### config.mk
export PLATFORM = sky130hd
export DESIGN_NAME = mem_port_arbiter
export DESIGN_NICKNAME = d
export VERILOG_FILES = /design/src/rtl/mem_port_arbiter.sv
export SDC_FILE = /design/constraint.sdc
export NUM_CORES = 1
export LEC_CHECK = 0
export ABC_AREA = 1
export CAP_MARGIN = 15
export CORE_MARGIN = 10
export CORE_UTILIZATION = 39
export DETAILED_ROUTE_END_ITERATION = 7
export HOLD_SLACK_MARGIN = 0.1
export MAX_ROUTING_LAYER = met4
export PLACE_DENSITY = 0.95
export SLEW_MARGIN = 40
export SYNTH_ARGS = -nofsm -noshare
export SYNTH_HDL_FRONTEND = slang
export SYNTH_SLANG_ARGS = --single-unit
### constraint.sdc
create_clock -name clk -period 4.8 [get_ports clk]
set_input_delay 0.96 -clock clk [delete_from_list [all_inputs] [get_ports clk]]
set_output_delay 0.96 -clock clk [all_outputs]
set_load 0.01 [all_outputs]
### src/rtl/mem_port_arbiter.sv
// Arbiter sharing BRAM port B between the CPU LSU and the UART debug
// memory-access controller, with a debug lock and a CPU starvation guard.
//
// Ports:
//   clk, rst                              clock, synchronous active-high reset
//   cpu_req/we/addr/wdata -> cpu_gnt      CPU request, combinational grant
//   cpu_rvalid, cpu_rdata                 CPU read return
//   dbg_req/lock/we/addr/wdata -> dbg_gnt debug request, lock, grant
//   dbg_rvalid, dbg_rdata                 debug read return
//   mem_addr/we/din, mem_dout             BRAM port B
// Optional: define MEM_ARB_PERF_CNT_EN to add cpu_stall_cnt and
// dbg_grant_cnt saturating performance counters.
module mem_port_arbiter #(
   parameter int ADDR_WIDTH   = 16,
   parameter int DATA_WIDTH   = 32,
   parameter int RD_LATENCY   = 1,
   parameter int STARVE_LIMIT = 8
) (
   input  logic                    clk,
   input  logic                    rst,
   input  logic                    cpu_req,
   input  logic [DATA_WIDTH/8-1:0] cpu_we,
   input  logic [ADDR_WIDTH-1:0]   cpu_addr,
   input  logic [DATA_WIDTH-1:0]   cpu_wdata,
   output logic                    cpu_gnt,
   output logic                    cpu_rvalid,
   output logic [DATA_WIDTH-1:0]   cpu_rdata,
   input  logic                    dbg_req,
   input  logic                    dbg_lock,
   input  logic [DATA_WIDTH/8-1:0] dbg_we,
   input  logic [ADDR_WIDTH-1:0]   dbg_addr,
   input  logic [DATA_WIDTH-1:0]   dbg_wdata,
   output logic                    dbg_gnt,
   output logic                    dbg_rvalid,
   output logic [DATA_WIDTH-1:0]   dbg_rdata,
   output logic [ADDR_WIDTH-1:0]   mem_addr,
   output logic [DATA_WIDTH/8-1:0] mem_we,
   output logic [DATA_WIDTH-1:0]   mem_din,
   input  logic [DATA_WIDTH-1:0]   mem_dout
`ifdef MEM_ARB_PERF_CNT_EN
  ,output logic [31:0]             cpu_stall_cnt,
   output logic [31:0]             dbg_grant_cnt
`endif
);

   localparam int CNT_W = $clog2(STARVE_LIMIT + 1);
   localparam logic [CNT_W-1:0] CNT_MAX = '1;
   localparam logic [CNT_W-1:0] CNT_LIM = CNT_W'(STARVE_LIMIT);

   typedef enum logic [1:0] {IDLE, SHARED, LOCKED, FORCE_CPU} state_t;

   state_t                  state_q, state_d;
   logic                    last_dbg_q;
   logic [CNT_W-1:0]        starve_q, starve_d, starve_inc;
   logic                    arb;
   logic                    rd_gnt;
   logic [ADDR_WIDTH-1:0]   addr_q;
   logic [DATA_WIDTH-1:0]   din_q;
   logic [RD_LATENCY-1:0]   tag_v, tag_dbg;

   assign starve_inc = (starve_q == CNT_MAX) ? starve_q : starve_q + 1'b1;

   always_comb begin
      state_d  = state_q;
      starve_d = starve_q;
      cpu_gnt  = 1'b0;
      dbg_gnt  = 1'b0;
      arb      = 1'b0;
      unique case (state_q)
         FORCE_CPU: begin
            cpu_gnt  = cpu_req;
            starve_d = '0;
            state_d  = LOCKED;
         end
         LOCKED: begin
            if (dbg_lock) begin
               dbg_gnt = dbg_req;
               if (cpu_req) begin
                  starve_d = starve_inc;
                  if (starve_inc == CNT_LIM)
                     state_d = FORCE_CPU;
               end else begin
                  starve_d = '0;
               end
            end else begin
               // lock released: unlocked arbitration applies this cycle
               arb = 1'b1;
            end
         end
         default: arb = 1'b1;
      endcase
      if (arb) begin
         starve_d = '0;
         if (cpu_req && dbg_req) begin
            cpu_gnt = last_dbg_q;
            dbg_gnt = ~last_dbg_q;
         end else begin
            cpu_gnt = cpu_req;
            dbg_gnt = dbg_req;
         end
         if (dbg_gnt && dbg_lock)
            state_d = LOCKED;
         else if (cpu_req || dbg_req)
            state_d = SHARED;
         else
            state_d = IDLE;
      end
      if (rst) begin
         cpu_gnt = 1'b0;
         dbg_gnt = 1'b0;
      end
   end

   always_ff @(posedge clk) begin
      if (rst) begin
         state_q    <= IDLE;
         starve_q   <= '0;
         last_dbg_q <= 1'b1;
      end else begin
         state_q  <= state_d;
         starve_q <= starve_d;
         if (cpu_gnt)
            last_dbg_q <= 1'b0;
         else if (dbg_gnt)
            last_dbg_q <= 1'b1;
      end
   end

   // Idle cycles keep the last address/data on the port to avoid toggling.
   always_comb begin
      mem_we   = '0;
      mem_addr = addr_q;
      mem_din  = din_q;
      if (cpu_gnt) begin
         mem_we   = cpu_we;
         mem_addr = cpu_addr;
         mem_din  = cpu_wdata;
      end else if (dbg_gnt) begin
         mem_we   = dbg_we;
         mem_addr = dbg_addr;
         mem_din  = dbg_wdata;
      end
   end

   assign rd_gnt = (cpu_gnt && cpu_we == '0) || (dbg_gnt && dbg_we == '0);

   always_ff @(posedge clk) begin
      if (rst) begin
         addr_q  <= '0;
         din_q   <= '0;
         tag_v   <= '0;
         tag_dbg <= '0;
      end else begin
         addr_q     <= mem_addr;
         din_q      <= mem_din;
         tag_v[0]   <= rd_gnt;
         tag_dbg[0] <= dbg_gnt;
         for (int i = 1; i < RD_LATENCY; i++) begin
            tag_v[i]   <= tag_v[i-1];
            tag_dbg[i] <= tag_dbg[i-1];
         end
      end
   end

   assign cpu_rvalid = tag_v[RD_LATENCY-1] & ~tag_dbg[RD_LATENCY-1];
   assign dbg_rvalid = tag_v[RD_LATENCY-1] &  tag_dbg[RD_LATENCY-1];
   assign cpu_rdata  = rst ? '0 : mem_dout;
   assign dbg_rdata  = rst ? '0 : mem_dout;

`ifdef MEM_ARB_PERF_CNT_EN
   always_ff @(posedge clk) begin
      if (rst) begin
         cpu_stall_cnt <= '0;
         dbg_grant_cnt <= '0;
      end else begin
         if (cpu_req && !cpu_gnt && cpu_stall_cnt != 32'hFFFF_FFFF)
            cpu_stall_cnt <= cpu_stall_cnt + 32'd1;
         if (dbg_gnt && dbg_grant_cnt != 32'hFFFF_FFFF)
            dbg_grant_cnt <= dbg_grant_cnt + 32'd1;
      end
   end
`endif

endmodule

==> results of run 1 <==
-- placed cells by master (no fill, tap or decap), types with 5 or more instances in the layout --
cell / instances
dfxtp_1: 57
nor2_2: 9
nand4_1: 50
clkbuf_8: 11
or2_0: 9
clkdlybuf4s50_1: 259
nand3_2: 9
inv_1: 89
nor2_1: 82
nand2_2: 10
or2_1: 39
nand2_1: 111
inv_2: 11
nand3_1: 48
o21ai_0: 5
-- cell usage after synthesis (3+ instances only) --
master	n
buf_1	5
buf_2	17
buf_4	35
buf_6	3
clkbuf_1	10
dfxtp_1	57
inv_1	89
inv_2	11
nand2_1	111
nand2_2	10
nand3_1	48
nand3_2	9
nand4_1	50
nor2_1	82
nor2_2	9
o21ai_0	5
or2_0	9
or2_1	39
-- worst max-delay path, cell delays in order --
cell and delay [ns]:
clkdlybuf4s50_1 0.58, nor2_1 0.08, nor2_2 0.16, nand2_2 0.09
nand3_2 0.30, buf_12 0.25, nand2_1 0.07, nand3_1 0.09
nand2_1 0.09, inv_1 0.07, clkdlybuf4s50_1 0.53
-- final cells by class --
type,instances,area (sq um),share of cell area
well taps,133,166.4,0.02584
multi-input cells,382,1884,0.2925
clock inverters,3,40.04,0.006216
repair buffers,267,2679,0.4159
flip-flops and latches,57,1141,0.1772
inverters,100,375.4,0.05828
clock buffers,12,155.1,0.02409
-- cell families (layout without fill, tap and decap cells) --
logic type / Yosys count / after routing / share of synthesized area
AO/OA/AOI/OAI: 9 / 9 / 0.01269
XOR/XNOR: 1 / 1 / 0.002279
adder cells (fa/ha/maj): 1 / 1 / 0.003255
buffers and inverters: 171 / 382 / 0.2129
flip-flops: 57 / 57 / 0.2969
AND/OR/NAND/NOR: 371 / 371 / 0.4720
-- sequential cells by signal, indices dropped and copies added (netlist names) --
signal,count
starve_q,4
tag_dbg,1
addr_q,16
state_q,2
last_dbg_q,1
tag_v,1
din_q,32
-- layer usage --
layer  GRT usage  up-vias
met2      0.3762      171
met3     0.05385       20
met5           -        -
met4     0.04504        0
li1            -     2263
met1      0.2213     2034
-- per-stage QoR --
stage	util	worst slack (ns)	std cells	hold WS, ns
2_1_floorplan	-	1.908	610	0.4956
3_3_place_gp	0.6446	0.6221	939	0.5197
3_5_place_dp	0.6446	0.5627	939	0.5283
4_1_cts	0.6647	0.5614	954	0.5362
5_1_grt	0.6651	0.3694	954	0.5818
6_report	0.6651	0.5466	954	0.5345
-- where the power goes --
group / internal [W] / switching [W]
Clock: 0.000264 / 0.000178
Sequential: 0.000514 / 0.0000120
Combinational: 0.000333 / 0.000288
Total: 0.00111 / 0.000478
-- how the worst min path moves through the flow --
stage,depth (start not counted),from,slack [ns],to
after floorplan,2,state_q[1],0.50,state_q[1]
after global placement,2,state_q[1],0.52,state_q[1]
after detailed placement,2,state_q[1],0.53,state_q[1]
after CTS,2,state_q[1],0.54,state_q[1]
after global routing,2,state_q[1],0.58,state_q[1]
final,2,state_q[1],0.53,state_q[1]
==> metrics.md, run 1 <==
| Metric | Value |
|---|---|
| Starting Density | 0.3969 |
| Status | completed |
| CTS HTree Levels | 3 |
| Antenna-violating nets left | 0 |
| Setup crit start | dbg_lock |
| Worst setup EP type | output pin |
| GRT Overall Usage | 0.2074 |
| Die H | roughly 120 um |
| Pwr dens | about 250 nW/um^2 |
| Routed WL | approximately 15000 um |
| Layout cells sized above 1 | 0.07674 |
| Post-synth EDFFs | 0 |
| Iteration-0 DRC Markers | ~240 |
| Critical Path End | mem_din[3] |
| Setup crit start kind | primary input |
| Fmax | 235.1 MHz |
| # fillers | just under 800 |
| Clock Path Buffers | 2 |
| Die Width | about 120 um |
| Clk_skew | a little over 0.007 ns |
| Global-route wire length before repair | ~24000 um |
| YS warnings | 0 |
| FP Rows | 36 |
| Die area | 14230 sq um |
| Top Metal Used | met4 |
| Placed cell areas | approximately 6200 sq um |
| Setup violations, final | 0 |
| Met3 WL | just under 1000 um |
| Cells after Synth | 610 |
| WL/cell | between 15 and 20 um |
| CTS tree | done |
| Post-CTS Setup Inserts | 0 |
| Post-synth top area share | 0.2969 |
| RePlAce Congestion | ~0.84 |
| Avg Vias per Cell | 4.704 |
| Core area | 9684 sq um |
| Antenna violations before repair | 0 |
| CTS sink cnt | 57 |
| Area Overhead vs Synth | 67.58% |
| CTS clock-pin slew for the worst setup and hold paths | 0.06 ns |
| Post-Syn Area | between 3000 and 4000 sq um |
| Post-DP HPWL | approximately 12000 um |
| Register area share after synthesis | 0.2969 |
| Post-CTS sizing | 0 |
| Vias in the first global route | between 4000 and 5000 |
| Design area | roughly 6400 sq um |
| Worst R2R Start | state_q[1] |
| Total CTS buffers | 9 |
| Minimum clock period | between 4 and 5 ns |
| Area contributors post-synth | dfxtp_1 30%, nand2_1 11%, inv_1 8.7%, nand4_1 8.1%, nor2_1 8.0% |
| Main synth FF type | dfxtp_1 |
| Pwr Total | around 0.0016 W |
| Final Slew Violations | 0 |
| Latest clock arrival within the worst-skew pair | 0.31 ns |
| Worst r2r path cells | 10 |
| Largest net degree at the start of global routing | ~80 |
| Worst min path class | flop to flop |
| CP Class | primary input to output pin |
| Worst path arrival time | 3.29 ns |
| TNS Setup | 0 ns |
| Syn Area/Cell | approximately 6.3 sq um |
| R2R Setup Slk | just over 3 ns |
| Slew @ Worst Pin | approximately 0.64 ns |
| MaxCap Viol Count | 0 |
| Post-synthesis cell type count | 27 |
| First-pass DRT Iterations | 5 |
| Global route overflow | 0 |
| Req. time, crit path | 3.84 ns |
| Syn Nets | 752 |
| Worst vdd ir | 0.2081 mV |
| RSZ-0062 raised after global routing | no |
| Critical Path Fanout Max | 35 |
| I/O Buffers | between 200 and 300 |
| Post-synth ARST share | 0 |
| Synth area leader | dfxtp_1 |
| Synth Register Bits | 57 |
| Routed length on met2 | between 7000 and 8000 um |
| Normalized max-slew margin | 0.5714 |
| Via count | around 4500 |
| Hold Vio Cnt, Final | 0 |
| FF-to-FF End | din_q[30] |
| Root buffer cell | clkbuf_8 |
| Hold Buf Count CTS | 0 |
| Wl on met1 | approximately 6000 um |
| Number of remaining DRC errors | 0 |
| I/O pin cnt | around 260 |
| Diodes inserted | 0 |
| Post-route clock period utilization | 0.8861 |
| Nets | about 960 |
| Total leakage power | just over 3 nW |
Note: power is estimated with default switching activity, not from simulation.
==> run 2: changes to the inputs <==
--- a/config.mk
+++ b/config.mk
@@ -6,7 +6,7 @@
 export NUM_CORES = 1
 export LEC_CHECK = 0
 export ABC_AREA = 1
-export CAP_MARGIN = 15
+export CAP_MARGIN = 40
 export CORE_MARGIN = 10
 export CORE_UTILIZATION = 39
 export DETAILED_ROUTE_END_ITERATION = 7
==> results of run 2 <==
No change in the layout: final DEF, timing and power equal those of run 1.
